## config.mk

```make
export PLATFORM = sky130hd
export DESIGN_NAME = alarm_sequencer
export DESIGN_NICKNAME = d
export VERILOG_FILES = /design/src/rtl/alarm_sequencer.sv
export SDC_FILE = /design/constraint.sdc
export NUM_CORES = 1
export LEC_CHECK = 0
export ABC_AREA = 0
export ABC_CLOCK_PERIOD_IN_PS = 2000
export CAP_MARGIN = 10
export CORE_MARGIN = 8
export CORE_UTILIZATION = 52
export CTS_CLUSTER_SIZE = 14
export DETAILED_ROUTE_END_ITERATION = 6
export PLACE_DENSITY = 0.86
export SETUP_SLACK_MARGIN = 0.02
export SLEW_MARGIN = 25
export SYNTH_ARGS = -nofsm -noshare
export SYNTH_HDL_FRONTEND = slang
export SYNTH_SLANG_ARGS = --single-unit
export TNS_END_PERCENT = 30
```

## constraint.sdc

```tcl
create_clock -name CLK_clk_i -period 2 [get_ports CLK_clk_i]
set_input_delay 0.4 -clock CLK_clk_i [delete_from_list [all_inputs] [get_ports CLK_clk_i]]
set_output_delay 0.4 -clock CLK_clk_i [all_outputs]
set_load 0.005 [all_outputs]
```

## src/rtl/alarm_sequencer.sv

```systemverilog
// Fire-panel alarm sequencer: two-flop sync + debounce per sensor, then IDLE/ALARM/SILENCED/CLEAR FSM.
// Optional macro ALARM_EVENT_COUNT_EN builds a saturating IDLE->ALARM event counter on Event_cnt_o.
module alarm_sequencer #(
  parameter int DEB_CYCLES  = 4,
  parameter int HOLD_CYCLES = 8,
  parameter int BUZZ_HALF   = 2,
  parameter int CNT_W       = 8
) (
  input  logic       CLK_clk_i,
  input  logic       RST_rst_i,
  input  logic       Sensor_Temp_i,
  input  logic       Sensor_Humo_i,
  input  logic       Ack_i,
  output logic [1:0] Alarm_code_o,
  output logic       Alarm_active_o,
  output logic       Buzzer_o,
  output logic [7:0] Event_cnt_o
);

  localparam logic [CNT_W-1:0] DEB_LAST  = CNT_W'(DEB_CYCLES - 1);
  localparam logic [CNT_W-1:0] HOLD_LAST = CNT_W'(HOLD_CYCLES - 1);
  localparam logic [CNT_W-1:0] BUZZ_LAST = CNT_W'(BUZZ_HALF - 1);

  typedef enum logic [1:0] {ST_IDLE, ST_ALARM, ST_SILENCED, ST_CLEAR} state_t;

  logic [1:0] raw;
  logic [1:0] filt;
  logic       act;
  logic [1:0] new_cause;

  assign raw = {Sensor_Humo_i, Sensor_Temp_i};

  genvar gi;
  generate
    for (gi = 0; gi < 2; gi++) begin : g_sensor
      logic             sync1_reg;
      logic             sync2_reg;
      logic             filt_reg;
      logic [CNT_W-1:0] deb_cnt_reg;

      // filt only follows sync2 after DEB_CYCLES consecutive disagreeing cycles
      always_ff @(posedge CLK_clk_i or posedge RST_rst_i) begin
        if (RST_rst_i) begin
          sync1_reg   <= 1'b0;
          sync2_reg   <= 1'b0;
          filt_reg    <= 1'b0;
          deb_cnt_reg <= '0;
        end else begin
          sync1_reg <= raw[gi];
          sync2_reg <= sync1_reg;
          if (sync2_reg == filt_reg) begin
            deb_cnt_reg <= '0;
          end else if (deb_cnt_reg == DEB_LAST) begin
            filt_reg    <= sync2_reg;
            deb_cnt_reg <= '0;
          end else begin
            deb_cnt_reg <= deb_cnt_reg + CNT_W'(1);
          end
        end
      end

      assign filt[gi] = filt_reg;
    end
  endgenerate

  assign act       = |filt;
  assign new_cause = filt & ~Alarm_code_o;

  state_t           state_reg;
  logic [1:0]       code_reg;
  logic             active_reg;
  logic             buzzer_reg;
  logic [CNT_W-1:0] buzz_cnt_reg;
  logic [CNT_W-1:0] hold_cnt_reg;

  always_ff @(posedge CLK_clk_i or posedge RST_rst_i) begin
    if (RST_rst_i) begin
      state_reg    <= ST_IDLE;
      code_reg     <= 2'b00;
      active_reg   <= 1'b0;
      buzzer_reg   <= 1'b0;
      buzz_cnt_reg <= '0;
      hold_cnt_reg <= '0;
    end else begin
      case (state_reg)
        ST_IDLE: begin
          if (act) begin
            state_reg    <= ST_ALARM;
            code_reg     <= filt;
            active_reg   <= 1'b1;
            buzzer_reg   <= 1'b1;
            buzz_cnt_reg <= '0;
          end
        end
        ST_ALARM: begin
          code_reg <= code_reg | filt;
          if (buzz_cnt_reg == BUZZ_LAST) begin
            buzzer_reg   <= ~buzzer_reg;
            buzz_cnt_reg <= '0;
          end else begin
            buzz_cnt_reg <= buzz_cnt_reg + CNT_W'(1);
          end
          // A fresh cause alongside Ack keeps sounding; Ack only silences known causes
          if (!act) begin
            state_reg    <= ST_CLEAR;
            buzzer_reg   <= 1'b0;
            hold_cnt_reg <= '0;
          end else if (Ack_i && (new_cause == 2'b00)) begin
            state_reg  <= ST_SILENCED;
            buzzer_reg <= 1'b0;
          end
        end
        ST_SILENCED: begin
          if (new_cause != 2'b00) begin
            state_reg    <= ST_ALARM;
            code_reg     <= code_reg | new_cause;
            buzzer_reg   <= 1'b1;
            buzz_cnt_reg <= '0;
          end else if (!act) begin
            state_reg    <= ST_CLEAR;
            hold_cnt_reg <= '0;
          end
        end
        ST_CLEAR: begin
          if (act) begin
            state_reg    <= ST_ALARM;
            code_reg     <= code_reg | filt;
            buzzer_reg   <= 1'b1;
            buzz_cnt_reg <= '0;
          end else if (hold_cnt_reg == HOLD_LAST) begin
            state_reg    <= ST_IDLE;
            code_reg     <= 2'b00;
            active_reg   <= 1'b0;
            hold_cnt_reg <= '0;
          end else begin
            hold_cnt_reg <= hold_cnt_reg + CNT_W'(1);
          end
        end
        default: begin
          state_reg <= ST_IDLE;
        end
      endcase
    end
  end

  assign Alarm_code_o   = code_reg;
  assign Alarm_active_o = active_reg;
  assign Buzzer_o       = buzzer_reg;

`ifdef ALARM_EVENT_COUNT_EN
  logic [7:0] evt_cnt_reg;

  // Counts fresh episodes only; escalations and CLEAR re-entries leave it alone
  always_ff @(posedge CLK_clk_i or posedge RST_rst_i) begin
    if (RST_rst_i) begin
      evt_cnt_reg <= 8'd0;
    end else if ((state_reg == ST_IDLE) && act && (evt_cnt_reg != 8'hFF)) begin
      evt_cnt_reg <= evt_cnt_reg + 8'd1;
    end
  end

  assign Event_cnt_o = evt_cnt_reg;
`else
  assign Event_cnt_o = 8'd0;
`endif

endmodule
```

==> results of run 1 <==
-- routing by layer --
metal	track usage	vias to the layer above	share of wire
li1	-	853	-
met4	0.08421	0	0.020
met3	0.04437	5	0.036
met1	0.1792	862	0.44
met5	0	-	0
met2	0.2271	32	0.50
-- critical path: cells and delay by family (launching register included) --
| kind | cells | cell delay (ps) |
|---|---|---|
| and+or+nand+nor | 2 | 930 |
| buffers and inverters | 1 | 70 |
| AOI/OAI and AO/OA | 2 | 380 |
| DFF | 1 | 410 |
| adders and majority gates | 1 | 130 |
-- placed cells by master, fill, tap and decap left out, drive strengths merged, types with 4 or more instances in the layout --
master	instances
clkdlybuf4s50	8
a21oi	7
ha	9
a21boi	5
conb	8
or3	4
buf	19
nand2b	4
xor2	11
o21ai	10
clkbuf	5
and3	7
o2bb2ai	4
dfrtp	44
nand2	16
nand3	10
nand4	6
xnor2	7
nor2	24
inv	5
or4b	5
-- synthesized netlist by cell type (2+ instances only) --
cell | count | area, sq um
o211ai_1 | 3 | 22.52
ha_1 | 9 | 112.6
or3_1 | 4 | 25.02
a22o_1 | 2 | 17.52
buf_4 | 8 | 60.06
nand2_1 | 16 | 60.06
nand3_1 | 10 | 50.05
a21oi_1 | 6 | 30.03
nor2_1 | 24 | 90.09
or4b_1 | 2 | 20.02
o2bb2ai_1 | 4 | 35.03
xnor2_1 | 7 | 61.31
and3_1 | 7 | 43.79
a21boi_0 | 5 | 37.54
inv_1 | 6 | 22.52
nor4_1 | 3 | 18.77
mux2_2 | 2 | 22.52
nand2b_1 | 4 | 25.02
or4b_4 | 2 | 27.53
xor2_1 | 11 | 96.34
o221ai_1 | 2 | 17.52
nand4_1 | 6 | 37.54
nor3_1 | 3 | 15.01
and2_1 | 3 | 18.77
dfrtp_1 | 44 | 1101
mux2i_1 | 2 | 20.02
o31ai_1 | 3 | 22.52
clkbuf_1 | 2 | 7.510
o21ai_0 | 10 | 50.05
-- final cells by class --
cell class              instances  area, sq um  area share
well taps                      52        65.06     0.02386
flip-flops and latches         44         1101      0.4039
clock inverters                 3        47.55     0.01744
inverters                       6        22.52    0.008261
multi-input cells             172         1186      0.4351
repair buffers                 27        235.2     0.08628
clock buffers                   5        68.82     0.02524
-- per-stage QoR --
| step | util | setup TNS, ps | setup slack, ps |
|---|---|---|---|
| after floorplan | - | 0 | 22.60 |
| after global placement | 0.5903 | 0 | 25.20 |
| after detailed placement | 0.5903 | -72.77 | -45.23 |
| after CTS | 0.6200 | -1.578 | -1.578 |
| after global routing | 0.6349 | -78.21 | -24.78 |
| final | 0.6349 | 0 | 16.63 |
-- timing repair --
item,4_1_cts,5_1_grt
pin swaps,1,4
endpoints found under the setup margin,10,17
gates resized for setup,3,13
buffers inserted,0,2
-- cell families (layout without fill, tap and decap cells) --
logic type	count (synthesis)	in the layout	share of synthesized area
and+or+nand+nor	91	91	0.2120
DFF	44	44	0.4796
AOI/OAI and AO/OA	42	42	0.1292
xor gates and xnor gates	18	18	0.06866
buffers and inverters	17	41	0.04142
adders and majority gates	9	9	0.04905
muxes	4	4	0.01853
other	1	8	0.001633
-- report_power, final --
part	switching [mW]	total (mW)	internal [mW]
clock network	0.328	0.704	0.376
registers	0.146	1.21	1.06
logic	0.860	1.58	0.721
-- how the worst max path moves through the flow --
stage	from	to	slack (ps)
2_1_floorplan	hold_cnt_reg[0]$_DFFE_PP0P_	hold_cnt_reg[7]$_DFFE_PP0P_	20
3_3_place_gp	buzz_cnt_reg[1]$_DFFE_PP0P_	buzz_cnt_reg[7]$_DFFE_PP0P_	30
3_5_place_dp	buzz_cnt_reg[1]$_DFFE_PP0P_	buzz_cnt_reg[7]$_DFFE_PP0P_	-50
4_1_cts	state_reg[0]$_DFFE_PP0P_	state_reg[1]$_DFFE_PP0P_	-2
5_1_grt	state_reg[0]$_DFFE_PP0P_	state_reg[1]$_DFFE_PP0P_	-20
6_report	buzz_cnt_reg[1]$_DFFE_PP0P_	Buzzer_o$_DFFE_PP0P_	20
==> qor.yml, run 1 <==
logic_synthesis:
  synth_area_per_cell_sq_um: 10.16
  ys.flop_type: "dfrtp_1"
  synthArstFlopShare: 1.000
  synth_cells: 226
  synth_edf_count: 0
  yosysSeqAreaShare: 0.4796
  ys_types: 45
  synth-seq-cells: 44
  yosysWarningCount: 0
  synth_area_sq_mm: 0.002296
hold_path:
  hp-start: "g_sensor[0].sync1_reg$_DFF_PP0_"
  hold_class: "reg -> reg"
  min_to: "g_sensor[0].sync2_reg$_DFF_PP0_"
  hold_depth: 0
clock_network:
  cts_tree: "yes"
  cts_buffer_depth: 2
  cts_hold_buf: 0
  clk_latency_ps: 310
  cts_buffers: 5
  h-tree-depth: 2
  path_clk_slew_ps: 80
  root_buffer: "clkbuf_8"
  cts.sinks: 44
setup_path:
  max_stage_delay_ps: 470
  critical_path.slowest_cell: "or4b_4"
  cp.required_ps: 2240
  critPathLaunchType: "flip-flop"
  r2r_start: "buzz_cnt_reg[1]$_DFFE_PP0P_"
  arrival_ps: 2230
  cp_cell_sequence: "inv_2 -> ha_1 -> or4b_4 -> or4_4 -> o31ai_2 -> a22o_1"
  reg2reg_depth: 6
  end_kind: "flip-flop"
  reg2reg_to: "Buzzer_o$_DFFE_PP0P_"
  reg2reg_slack_ps: 20
  cp_max_fo: 3
  crit_type: "reg -> reg"
final_layout:
  area_growth_pct: 18.75
  antenna_cells: 0
  stdcell_area_sq_mm: 0.002726
  largest_reg_flops: 16
  final_nets: 270
  fill_cells: 316
  final-instance-count-excl-fill: 309
  drive_above_1_share: 0.1751
sta:
  hold_slack_ps: 352.3
  fmax_ghz: 0.5042
  hold_viol_final: 0
  finClkSkew_ps: 7.113
  rsz0062_at_grt: "true"
  fin_crit_sh: 0.9917
  slew_violations: 0
  finalSetupViolCount: 0
  period_minus_slack_ps: 1983
  tightest_slew_ps: 551.9
  maxSlewHeadroom: 0.6292
detailed_routing:
  dr.first_iter.drc_count: 84
  drc_errors: 0
  wl_mm: 4.626
  antenna_left: 0
  num_vias: 1752
  vias_per_cell: 5.670
  wl_per_cell_microns: 14.97
  first_pass_iters: 4
floorplanning:
  die_area_sq_mm: 0.006797
  core_sq_mm: 0.004294
  die_x_microns: 82.45
  placementRows: 24
  die_h_microns: 82.45
  io_pins: 17
  floorplan.initialDensity: 0.5347
placement:
  place_inst: 299
  numPortBuffers: 8
  hpwl_mm: 3.109
  placed_area_sq_mm: 0.002535
  gp_congestion: 0.8384
power_and_ir_drop:
  totalPowerFinal_mw: 3.490
  p_per_area_mw_per_mm2: 1280
  p_leak_nw: 1.215
  ir_worst_vdd_uv: 673.6
outcome:
  status: "complete, no violations"
global_routing:
  gr-total-overflow: 0
  grt_usage: 0.1472
  grt_pass1_wl_mm: 7.631
  grt_pass1_vias: 1728
  grt_start_max_net_pins: 45
  antenna_found_initial: 0
run:
  drv_cap: 0
No activity file was read; power rests on OpenSTA's default activity.
==> run 2: changes to the inputs <==
--- a/config.mk
+++ b/config.mk
@@ -12,6 +12,7 @@
 export CORE_UTILIZATION = 52
 export CTS_CLUSTER_SIZE = 14
 export DETAILED_ROUTE_END_ITERATION = 6
+export GPL_ROUTABILITY_DRIVEN = 0
 export PLACE_DENSITY = 0.86
 export SETUP_SLACK_MARGIN = 0.02
 export SLEW_MARGIN = 25
==> results of run 2 <==
The final DEF is identical to that of run 1; final timing and power are the same.
